`src/rtl/div_sequencer_if.sv`:
```
// Divider request/response bundle between the EXE stage and div_sequencer.
// The master drives the instruction and flush; the slave returns stall, done pulse and result.
interface div_sequencer_if #(
  parameter int XLEN = 32
);
  logic            exe_div_valid;
  logic [1:0]      exe_div_op;
  logic [XLEN-1:0] exe_opA;
  logic [XLEN-1:0] exe_opB;
  logic            abort;
  logic            div_running;
  logic            div_done;
  logic [XLEN-1:0] div_result;

  modport master (
    output exe_div_valid, exe_div_op, exe_opA, exe_opB, abort,
    input  div_running, div_done, div_result
  );

  modport slave (
    input  exe_div_valid, exe_div_op, exe_opA, exe_opB, abort,
    output div_running, div_done, div_result
  );
endinterface

```
`src/rtl/div_sequencer.sv`:
```
// Multi-cycle restoring radix-2 divider for DIV/DIVU/REM/REMU: 33-cycle stall, div_done on cycle 33.
// Divide-by-zero and signed overflow finish in one stall cycle; abort kills the operation without a pulse.
module div_sequencer #(
  parameter int XLEN = 32
) (
  input  logic          clk,
  input  logic          nrst,
  div_sequencer_if.slave bus
);
  typedef enum logic [1:0] {IDLE, RUN, DONE} state_t;

  state_t          state, state_nxt;
  logic [5:0]      cnt;
  logic            op_rem, neg_q, neg_r;
  logic [XLEN-1:0] quo_q, rem_q, dvs_q, result_q;

  logic            accept, is_signed, div_zero, ovf, special, last_step;
  logic [XLEN-1:0] abs_a, abs_b, special_res;
  logic [XLEN:0]   rem_shift, diff;
  logic [XLEN-1:0] quo_step, rem_step, quo_fix, rem_fix;

  assign accept    = (state == IDLE) && bus.exe_div_valid && !bus.abort;
  assign is_signed = !bus.exe_div_op[0];
  assign abs_a     = (is_signed && bus.exe_opA[XLEN-1]) ? -bus.exe_opA : bus.exe_opA;
  assign abs_b     = (is_signed && bus.exe_opB[XLEN-1]) ? -bus.exe_opB : bus.exe_opB;
  assign div_zero  = (bus.exe_opB == '0);
  assign ovf       = is_signed && (bus.exe_opA == {1'b1, {(XLEN-1){1'b0}}}) && (bus.exe_opB == '1);
  assign special   = div_zero || ovf;
  // Overflow: quotient equals the dividend (most negative value) and remainder is zero.
  assign special_res = div_zero ? (bus.exe_div_op[1] ? bus.exe_opA : '1)
                                : (bus.exe_div_op[1] ? '0 : bus.exe_opA);

  // One restoring step: shift the next dividend bit into the partial remainder and try to subtract.
  assign rem_shift = {rem_q, quo_q[XLEN-1]};
  assign diff      = rem_shift - {1'b0, dvs_q};
  assign quo_step  = {quo_q[XLEN-2:0], !diff[XLEN]};
  assign rem_step  = diff[XLEN] ? rem_shift[XLEN-1:0] : diff[XLEN-1:0];
  assign quo_fix   = neg_q ? -quo_step : quo_step;
  assign rem_fix   = neg_r ? -rem_step : rem_step;
  assign last_step = (state == RUN) && !bus.abort && (cnt == '0);

  always_ff @(posedge clk or posedge nrst) begin
    if (nrst) state <= IDLE;
    else      state <= state_nxt;
  end

  always_comb begin
    state_nxt = state;
    case (state)
      IDLE:    if (accept) state_nxt = special ? DONE : RUN;
      RUN:     if (bus.abort) state_nxt = IDLE;
               else if (cnt == '0) state_nxt = DONE;
      DONE:    state_nxt = IDLE;
      default: state_nxt = IDLE;
    endcase
  end

  always_comb begin
    bus.div_running = 1'b0;
    bus.div_done    = 1'b0;
    if (!nrst) begin
      bus.div_running = accept || ((state == RUN) && !bus.abort);
      bus.div_done    = (state == DONE) && !bus.abort;
    end
  end

  always_ff @(posedge clk or posedge nrst) begin
    if (nrst) begin
      cnt      <= '0;
      op_rem   <= 1'b0;
      neg_q    <= 1'b0;
      neg_r    <= 1'b0;
      quo_q    <= '0;
      rem_q    <= '0;
      dvs_q    <= '0;
      result_q <= '0;
    end else if (accept) begin
      cnt    <= 6'(XLEN-1);
      op_rem <= bus.exe_div_op[1];
      neg_q  <= is_signed && (bus.exe_opA[XLEN-1] ^ bus.exe_opB[XLEN-1]);
      neg_r  <= is_signed && bus.exe_opA[XLEN-1];
      quo_q  <= abs_a;
      rem_q  <= '0;
      dvs_q  <= abs_b;
      if (special) result_q <= special_res;
    end else if ((state == RUN) && !bus.abort) begin
      cnt   <= cnt - 6'd1;
      quo_q <= quo_step;
      rem_q <= rem_step;
      if (last_step) result_q <= op_rem ? rem_fix : quo_fix;
    end
  end

  assign bus.div_result = result_q;
endmodule

```
`src/flat_wrapper.sv`:
```
// flat-port wrapper written by rule: the top's interface ports become plain ports
module div_sequencer_flat 
#(
  parameter int XLEN = 32
)
  (clk, nrst, bus_exe_div_valid, bus_exe_div_op, bus_exe_opA, bus_exe_opB, bus_abort, bus_div_running, bus_div_done, bus_div_result);
  div_sequencer_if #(.XLEN(XLEN)) bus_i ();
  input  logic clk;
  input  logic nrst;
  input wire logic [$bits(bus_i.exe_div_valid)-1:0] bus_exe_div_valid;
  input wire logic [$bits(bus_i.exe_div_op)-1:0] bus_exe_div_op;
  input wire logic [$bits(bus_i.exe_opA)-1:0] bus_exe_opA;
  input wire logic [$bits(bus_i.exe_opB)-1:0] bus_exe_opB;
  input wire logic [$bits(bus_i.abort)-1:0] bus_abort;
  output wire logic [$bits(bus_i.div_running)-1:0] bus_div_running;
  output wire logic [$bits(bus_i.div_done)-1:0] bus_div_done;
  output wire logic [$bits(bus_i.div_result)-1:0] bus_div_result;
  assign bus_i.exe_div_valid = bus_exe_div_valid;
  assign bus_i.exe_div_op = bus_exe_div_op;
  assign bus_i.exe_opA = bus_exe_opA;
  assign bus_i.exe_opB = bus_exe_opB;
  assign bus_i.abort = bus_abort;
  assign bus_div_running = bus_i.div_running;
  assign bus_div_done = bus_i.div_done;
  assign bus_div_result = bus_i.div_result;
  div_sequencer #(.XLEN(XLEN)) u_core (.clk(clk), .nrst(nrst), .bus(bus_i));
endmodule
```
`config.mk`:
```
export PLATFORM = sky130hd
export DESIGN_NAME = div_sequencer_flat
export DESIGN_NICKNAME = d
export VERILOG_FILES = /design/src/rtl/div_sequencer_if.sv /design/src/rtl/div_sequencer.sv /design/src/flat_wrapper.sv
export SDC_FILE = /design/constraint.sdc
export NUM_CORES = 1
export LEC_CHECK = 0
export ABC_AREA = 1
export ABC_CLOCK_PERIOD_IN_PS = 6200
export BUFFER_PORTS_ARGS = -buffer_cell sky130_fd_sc_hd__buf_4
export CAP_MARGIN = 20
export CORE_AREA = 2 2 168 154
export CTS_CLUSTER_SIZE = 10
export DETAILED_ROUTE_END_ITERATION = 10
export DIE_AREA = 0 0 170 156
export PLACE_DENSITY = 0.74
export SYNTH_ARGS = -nofsm -noshare
export SYNTH_HDL_FRONTEND = slang
export SYNTH_SLANG_ARGS = --single-unit
```
`constraint.sdc`:
```
create_clock -name clk -period 6.2 [get_ports clk]
set_input_delay 1.86 -clock clk [delete_from_list [all_inputs] [get_ports clk]]
set_output_delay 1.86 -clock clk [all_outputs]
set_load 0.01 [all_outputs]
```
# After elaboration in Yosys (flattened, before gate mapping)
# Index checks and enable logic that the tools add are counted.
# totals
inputBits	70
output_inout_bits	34
register_bits	139
wordCells	71
# op_classes
eq_ne	7
n_reduce_logical	22
n_addsub	6
muxes	26
bitwise_logic	1
# ops
operator	count
$mux 32	17
$neg 32->32	4
$eq 32x32->1 const B	2
$sub 33x32->33	1
$logic_not 32->1	1
$mux 6	2
$logic_and 1x1->1	10
$mux 2	4
$logic_not 6->1	1
$sub 6x1->6 const B	1
$pmux 2 s2	1
$reduce_bool 2->1	2
$logic_not 1->1	3
$ne 3x3->1 const B	1
$reduce_and 3->1	1
$eq 2x1->1 const B	1
$eq 2x2->1 const B	1
$logic_not 2->1	1
$logic_or 1x1->1	2
$mux 1	2
$ne 2x1->1 const B	1
$ne 2x2->1 const B	1
$reduce_and 2->1	1
$xor 1x1->1	1

# Depth between registers and ports, before layout
# Gate-level depths: netlist of run 1.
# logic_depth
depth_word	8
ltp_mapped	32
mapped_depth_nobuf	31

# Worst setup path before layout of run 1
# No wires, ideal clock.
# synth_path
kind	input -> output
startpoint	input bus_abort
endpoint	output bus_div_running
stages	7
arrival_time_ns	2.873
t_required_ns	4.340
setup_slack_ns	1.467
n_path_buf	2
cell_sequence	inv_1 nand3_1 clkbuf_1 inv_1 nor2_1 clkbuf_1 nor2_1
# synth_via
elab_chain_len	4
elab_cells_between_ends	5
cone_classes	1 x mux; 4 x reduce/logical
# synth_lines
item	line_no	text
from (decl)	flat_wrapper.sv:14	input wire logic [$bits(bus_i.abort)-1:0] bus_abort;
$logic_not 1->1 (*)	div_sequencer.sv:22, div_sequencer.sv:62	
$logic_and 1x1->1 (on tied branches)	div_sequencer.sv:22, div_sequencer.sv:62	
$logic_or 1x1->1 (*)	div_sequencer.sv:62	bus.div_running = accept || ((state == RUN) && !bus.abort);
$mux 1 (*)	div_sequencer.sv:61	if (!nrst) begin
to (decl)	flat_wrapper.sv:15	output wire logic [$bits(bus_i.div_running)-1:0] bus_div_running;
# Mark *: on every way between the ends. The rest lies on a longest branch, timed or not.

# Final worst setup path of run 1
# layout_path
startpoint	input bus_exe_opB[0]
endpoint	register u_core.result_q[26], in the netlist u_core.bus.div_result[26]
# layout_via
elab_chain_len	5
elab_cells_between_ends	9
cone_classes	2 x eq/ne; 3 x mux; 4 x reduce/logical
# layout_lines
item	line_no	text
from (decl)	flat_wrapper.sv:13	input wire logic [$bits(bus_i.exe_opB)-1:0] bus_exe_opB;
$eq 32x32->1	div_sequencer.sv:27	assign ovf = is_signed && (bus.exe_opA == {1'b1, {(XLEN-1){1'b0}}}) && (bus.exe_opB == '1);
$logic_and 1x1->1	div_sequencer.sv:27	
$logic_or 1x1->1	div_sequencer.sv:28	assign special = div_zero || ovf;
$ne 2x2->1 (no line)	-	
$reduce_and 3->1 (no line)	-	
to (signal assigned)	div_sequencer.sv:85	if (special) result_q <= special_res;
to (signal assigned)	div_sequencer.sv:90	if (last_step) result_q <= op_rem ? rem_fix : quo_fix;
to (decl)	div_sequencer.sv:15	logic [XLEN-1:0] quo_q, rem_q, dvs_q, result_q;
# Parallel ways exist; a longest one is shown, timed or not. The select of a mux whose other input is x is not followed.
# A chain may end at the register's enable or synchronous reset.

==> results.yml, run 1 <==
timing:
  max-slew-margin-rel_pct: 38.9
  finalCriticalPeriod_ns: 5.16
  fin_skew_ns: 0.0148
  finalHoldViolCount: 0
  rsz0062_at_grt: "false"
  period_share_pct: 83.2
  worstMarginPinSlew_ns: 0.915
  slew_viol_final: 0
  fin_tns_setup_ns: 0
  fin_ws_ns: 1.04
  finalSetupViolations: 0
  fmax_mhz: 194
cts:
  cts_root_buf: "clkbuf_16"
  cts_tree: "done"
  clk_latency_ns: 0.45
  cts_hold_buffers: 0
  post-cts-setup-buffers: 0
  post_cts_resized: 0
  cts.clk_slew.worst_paths_ns: 0.06
  clockBufferDepth: 2
  h-tree-depth: 4
  cts.sinks: 139
  cts_made_buffers: 17
layout:
  layout-drive-gt1-share_pct: 11.3
  nNetsFinal: 2373
  antenna_cells: 0
  instances_no_fill: 2588
  mostFrequentLayoutCell: "nand2_1"
  final_util_pct: 60.2
  synthToLayoutAreaGrowth_pct: 11.0
  layout_common_cells: "nand2_1, inv_1, nor2_1"
worst_setup_path:
  startpoint: "bus_exe_opB[0]"
  crit_slowest_cell: "inv_2"
  slowest_delay_ns: 0.44
  r2r-start: "u_core.dvs_q[21]"
  cp_num_cells: 20
  cpMostUsedCell: "nor3_2"
  required_ns: 6.56
  path_cells: "buf_4 -> inv_1 -> ha_1 -> inv_1 -> nor3_2 -> inv_1 -> nor3_2 -> nand4_1 -> nor3_2 -> nand2_1 -> nor3_2 -> inv_2 -> nor2_1 -> inv_2 -> o211ai_2 -> nand2_2 -> inv_2 -> buf_4 -> nor2_1 -> a21oi_1"
  reg2reg_slack_ns: 1.27
  critPathCapture: "u_core.bus.div_result[26]"
  critPathKind: "in2reg"
  cp-end-kind: "flop"
  timing.rr.end: "u_core.bus.div_result[24]"
  cp_num_buf_inv: 8
  cp_max_fo: 31
  reg2regPathDepth: 27
  crit_family: "simple AND/OR/NAND/NOR gates"
  arrival_ns: 5.52
  startpoint_type: "input pin"
drt:
  drt-total-wl_um: 43900
  drt_first_iter_violations: 1595
  viasPerCell: 5.61
  drtPass1Iterations: 8
  drc: 0
  vias: 14506
  wl_per_cell_um: 17.0
  ant_nets: 0
placement:
  hpwl_um: 33800
  gp_congestion: 0.938
  io_buffers: 103
  dp_slack_ns: 0.621
  dpl.cell_count: 2556
floorplan:
  row_count: 55
  die-area_mm2: 0.0265
  fp.coreArea_mm2: 0.0248
  fp.dieH_um: 156
  die_width_um: 170
  ios: 104
  start_util_pct: 54.2
pwr:
  ir_drop_mv: 0.405
  pwr-share-clk_pct: 11.5
  internal_power_w: 0.00380
  power_density_mw_per_mm2: 595
  p_seq_share_pct: 16.8
  power_w: 0.00888
  pwr-share-comb_pct: 71.7
  power_switching_w: 0.00507
  leakage_nw: 7.81
  power_switching_share_pct: 57.2
logic_synthesis:
  ys_seq_area_share_pct: 25.9
  syn_nets: 2315
  synthFlopType: "dfrtp_1"
  synth_area_mm2: 0.0134
  synth-warning-count: 0
  synthArstFlopShare_pct: 100
  syn_inst: 2205
  ys_ff_latch: 139
  ys_types: 50
  synth_edf_count: 0
  syn_avg_cell_area_um2: 6.09
job:
  cap_viol_max_count: 0
grt:
  grtUsageTotal_pct: 33.6
  antenna_found_initial: 2
  grt_max_degree: 108
  grt_pass1_vias: 13186
  grt_remaining_overflow: 0
  grt_first_pass_wirelength_um: 69400
min_path:
  hold_depth: 2
  min_path_type: "reg2reg"
outcome:
  status: "finished clean"
cell type report:
class / instances / area [um^2]
repair buffers: 121 / 928
clock inverters: 12 / 124
clock buffers: 19 / 433
well taps: 313 / 392
fillers: 2468 / 9860
inverters: 319 / 1200
flip-flops and latches: 139 / 3480
multi-input cells: 1665 / 8350
worst reg2reg max path, cell delays in order (launching register included):
cell and delay [ns]:
dfrtp_1 0.38, inv_1 0.22, ha_1 0.34, nand2_1 0.09, nand2_1 0.07, nand2_1 0.06, nand2_1 0.07, clkinv_1 0.05
nand2_1 0.10, a21oi_4 0.25, nand3_2 0.38, nand2_4 0.21, ha_1 0.19, inv_1 0.06, nor3_1 0.19, inv_1 0.08
nor3_1 0.40, nand2_1 0.23, nor4_1 0.27, buf_4 0.18, nand2_1 0.10, nor2_1 0.16, a31oi_1 0.11, or2_2 0.31
nand3_1 0.07, nand2_1 0.09, nand2_1 0.08, a21oi_2 0.06
flip-flops by register name, summed over array words and instances, names as in the netlist:
name	cells
u_core.quo_q	32
u_core.op_rem	1
u_core.neg_q	1
u_core.cnt	6
u_core.bus.div_result	32
u_core.dvs_q	32
u_core.state	2
u_core.neg_r	1
u_core.rem_q	32
cells in the mapped netlist (8+ instances only):
| master | number | area [um^2] |
|---|---|---|
| o21ai_0 | 192 | 961 |
| nor3_1 | 35 | 175 |
| xnor2_1 | 20 | 175 |
| xor2_1 | 52 | 455 |
| nor2_1 | 204 | 766 |
| o22ai_1 | 28 | 175 |
| inv_1 | 306 | 1150 |
| a21oi_2 | 12 | 105 |
| nand3_1 | 144 | 721 |
| ha_1 | 39 | 488 |
| nor2_2 | 14 | 87.6 |
| nand2_2 | 36 | 225 |
| clkbuf_1 | 57 | 214 |
| nor4_1 | 10 | 62.6 |
| a21oi_1 | 89 | 445 |
| nand3b_1 | 8 | 60.1 |
| inv_2 | 9 | 33.8 |
| a31oi_1 | 12 | 75.1 |
| o21ai_1 | 10 | 50.1 |
| nand2_1 | 661 | 2480 |
| nand4_1 | 27 | 169 |
| o211ai_1 | 14 | 105 |
| nand2_4 | 11 | 124 |
| dfrtp_1 | 139 | 3480 |
cell families (layout without fill, tap and decap cells):
kind of cell               count (synthesis)  count (layout)  share of synthesized area [%]
buffers and inverters                    401             471                           12.0
xor gates and xnor gates                  72              72                           4.70
and+or+nand+nor                         1175            1175                           37.9
DFF                                      139             139                           25.9
adders and majority gates                 42              42                           3.93
AOI/OAI and AO/OA                        376             376                           15.5
power groups by stage:
stage / registers, W / logic (W) / clock network [W]
after floorplan: 0.00146 / 0.00471 / 0
after global placement: 0.00149 / 0.00610 / 0
after detailed placement: 0.00149 / 0.00618 / 0
after CTS: 0.00148 / 0.00621 / 0.00103
after global routing: 0.00152 / 0.00706 / 0.00107
final: 0.00149 / 0.00636 / 0.00102
worst min path at each step:
stage / startpoint / to / slack, ns
finish: u_core.dvs_q[6] / u_core.dvs_q[6] / 0.49
global route: u_core.dvs_q[19] / u_core.dvs_q[19] / 0.50
CTS: u_core.dvs_q[19] / u_core.dvs_q[19] / 0.49
detailed placement: u_core.bus.div_result[11] / u_core.bus.div_result[11] / 0.47
global placement: u_core.dvs_q[3] / u_core.dvs_q[3] / 0.46
floorplan: u_core.dvs_q[10] / u_core.dvs_q[10] / 0.45
metrics by stage:
stage / hold WS, ns / cell area [um^2]
after floorplan: 0.453 / 13400
after global placement: 0.465 / 14300
after detailed placement: 0.472 / 14300
after CTS: 0.489 / 14900
after global routing: 0.499 / 14900
final: 0.487 / 14900
routing by layer:
metal / wire length, um / part of all wire (%) / GRT usage (%) / vias to the layer above
met2: 19100 / 44 / 51.2 / 612
met5: 0 / 0 / 0 / -
met3: 3540 / 8.1 / 5.02 / 66
met4: 954 / 2.2 / 9.04 / 0
met1: 20300 / 46 / 49.6 / 6667
li1: - / - / - / 7161
Note: power is estimated with default switching activity, not from simulation.
==> run 2, diff against run 1 <==
--- a/config.mk
+++ b/config.mk
@@ -6,14 +6,14 @@
 export NUM_CORES = 1
 export LEC_CHECK = 0
 export ABC_AREA = 1
-export ABC_CLOCK_PERIOD_IN_PS = 6200
+export ABC_CLOCK_PERIOD_IN_PS = 4450
 export BUFFER_PORTS_ARGS = -buffer_cell sky130_fd_sc_hd__buf_4
 export CAP_MARGIN = 20
 export CORE_AREA = 2 2 168 154
 export CTS_CLUSTER_SIZE = 10
 export DETAILED_ROUTE_END_ITERATION = 10
 export DIE_AREA = 0 0 170 156
-export PLACE_DENSITY = 0.74
+export PLACE_DENSITY = 0.77
 export SYNTH_ARGS = -nofsm -noshare
 export SYNTH_HDL_FRONTEND = slang
 export SYNTH_SLANG_ARGS = --single-unit
==> constraint.sdc (replaced) <==
create_clock -name clk -period 4.45 [get_ports clk]
set_input_delay 1.335 -clock clk [delete_from_list [all_inputs] [get_ports clk]]
set_output_delay 1.335 -clock clk [all_outputs]
set_load 0.01 [all_outputs]
==> run 2 against run 1 <==
Routed wire length rose by 1.8%. Sequential share of layout area fell by 0.31 points. Power rose by 42%. Register-to-register slack got worse by 0.90 ns. Non-clock buffer count rose by 14. Critical path type is now reg2reg. Sequential cell count did not move.
==> results.yml, run 2 (synthesized netlist as in run 1, its figures left out) <==
placement:
  hpwl_um: 34500
  gp_congestion: 0.971
  dp_slack_ns: 0.103
  dpl.cell_count: 2568
  io_buffers: 103
cts:
  cts.sinks: 139
  cts_made_buffers: 17
  clk_latency_ns: 0.45
  cts_hold_buffers: 0
  clockBufferDepth: 2
  h-tree-depth: 4
  cts_root_buf: "clkbuf_16"
  cts.clk_slew.worst_paths_ns: 0.06
  cts_tree: "done"
pwr:
  power_density_mw_per_mm2: 833
  leakage_nw: 7.90
  power_w: 0.0126
  ir_drop_mv: 0.450
grt:
  grt_first_pass_wirelength_um: 71600
  antenna_found_initial: 2
  grt_pass1_vias: 13600
  grt_remaining_overflow: 0
  grtUsageTotal_pct: 34.3
  grt_max_degree: 82
job:
  cap_viol_max_count: 0
timing:
  rsz0062_at_grt: "false"
  finalSetupViolations: 0
  finalCriticalPeriod_ns: 4.08
  finalHoldViolCount: 0
  fin_ws_ns: 0.369
  slew_viol_final: 0
  fmax_mhz: 245
  fin_skew_ns: 0.0172
  fin_tns_setup_ns: 0
  max-slew-margin-rel_pct: 43.5
  worstMarginPinSlew_ns: 0.847
  period_share_pct: 91.7
floorplan:
  fp.coreArea_mm2: 0.0248
  die_width_um: 170
  start_util_pct: 54.2
  fp.dieH_um: 156
  row_count: 55
  die-area_mm2: 0.0265
  ios: 104
min_path:
  hold_path.startpoint: "u_core.dvs_q[22]"
  min_path_type: "reg2reg"
layout:
  mostFrequentLayoutCell: "nand2_1"
  nNetsFinal: 2387
  synthToLayoutAreaGrowth_pct: 12.5
  fillers: 2399
  layout_common_cells: "nand2_1, inv_1, nor2_1"
  instances_no_fill: 2605
  layout-drive-gt1-share_pct: 12.3
worst_setup_path:
  r2r-start: "u_core.quo_q[31]"
  crit_family: "simple AND/OR/NAND/NOR gates"
  cp-end-kind: "flop"
  cp_num_buf_inv: 5
  required_ns: 4.78
  critPathKind: "reg2reg"
  slowest_delay_ns: 0.38
  startpoint_type: "flop"
  startpoint: "u_core.quo_q[31]"
  arrival_ns: 4.41
  cp_max_fo: 4
  crit_slowest_cell: "fa_2"
drt:
  wl_per_cell_um: 17.2
  viasPerCell: 5.68
  drt_first_iter_violations: 1869
  vias: 14805
  drc: 0
  drt-total-wl_um: 44700
  ant_nets: 0
  drtPass1Iterations: 7
outcome:
  status: "finished clean"
run 2: worst paths after layout:
path	to	slack, ns	cells after the start
max reg2reg	u_core.bus.div_result[24]	0.37	30
max in group asynchronous	u_core.rem_q[5]	2.58	3
min in group asynchronous	u_core.cnt[1]	0.86	2
min	u_core.dvs_q[22]	0.49	2
min reg2reg	u_core.dvs_q[22]	0.49	2
max	u_core.bus.div_result[24]	0.37	30
run 2: per-stage QoR:
step	cell area, um^2	utilization (%)	hold WS [ns]
floorplan	13400	-	0.453
global placement	14400	58.2	0.466
detailed placement	14400	58.2	0.473
CTS	15000	60.7	0.489
global route	15100	61.0	0.518
finish	15100	61.0	0.486
run 2: repair_timing:
item	CTS	global route
buffers inserted	0	2
endpoints found under the setup margin	0	11
gates resized for setup	0	9
run 2: routing by layer:
metal	wire length, um	global-route usage [%]	vias to the layer above
met2	19500	52.8	710
met1	19400	48.3	6811
met3	4520	6.60	88
met5	0	0	-
met4	1310	11.7	0
li1	-	-	7196
run 2: final cells by class:
cell class,instances,area (um^2),area share [%]
Antenna cell,2,5.00,0.0331
Clock buffer,19,443,2.93
Clock inverter,13,158,1.04
Inverter,319,1200,7.95
Multi-Input combinational cell,1665,8380,55.5
Sequential cell,139,3480,23.0
Tap cell,313,392,2.59
Timing Repair Buffer,135,1050,6.95
run 2: report_power, final:
| part | leakage [nW] | switching, W | internal, W |
|---|---|---|---|
| Sequential | 1.69 | 0.000397 | 0.00171 |
| Clock | 0.285 | 0.000638 | 0.000857 |
| Combinational | 5.92 | 0.00615 | 0.00283 |
run 2: worst register-to-register path, delay by kind of cell (launching register included):
kind            cells  cell delay (ns)
buf+inv             5             0.50
flops               1             0.35
fa+ha+maj           3             0.78
compound gates      2             0.14
simple gates       20             2.21
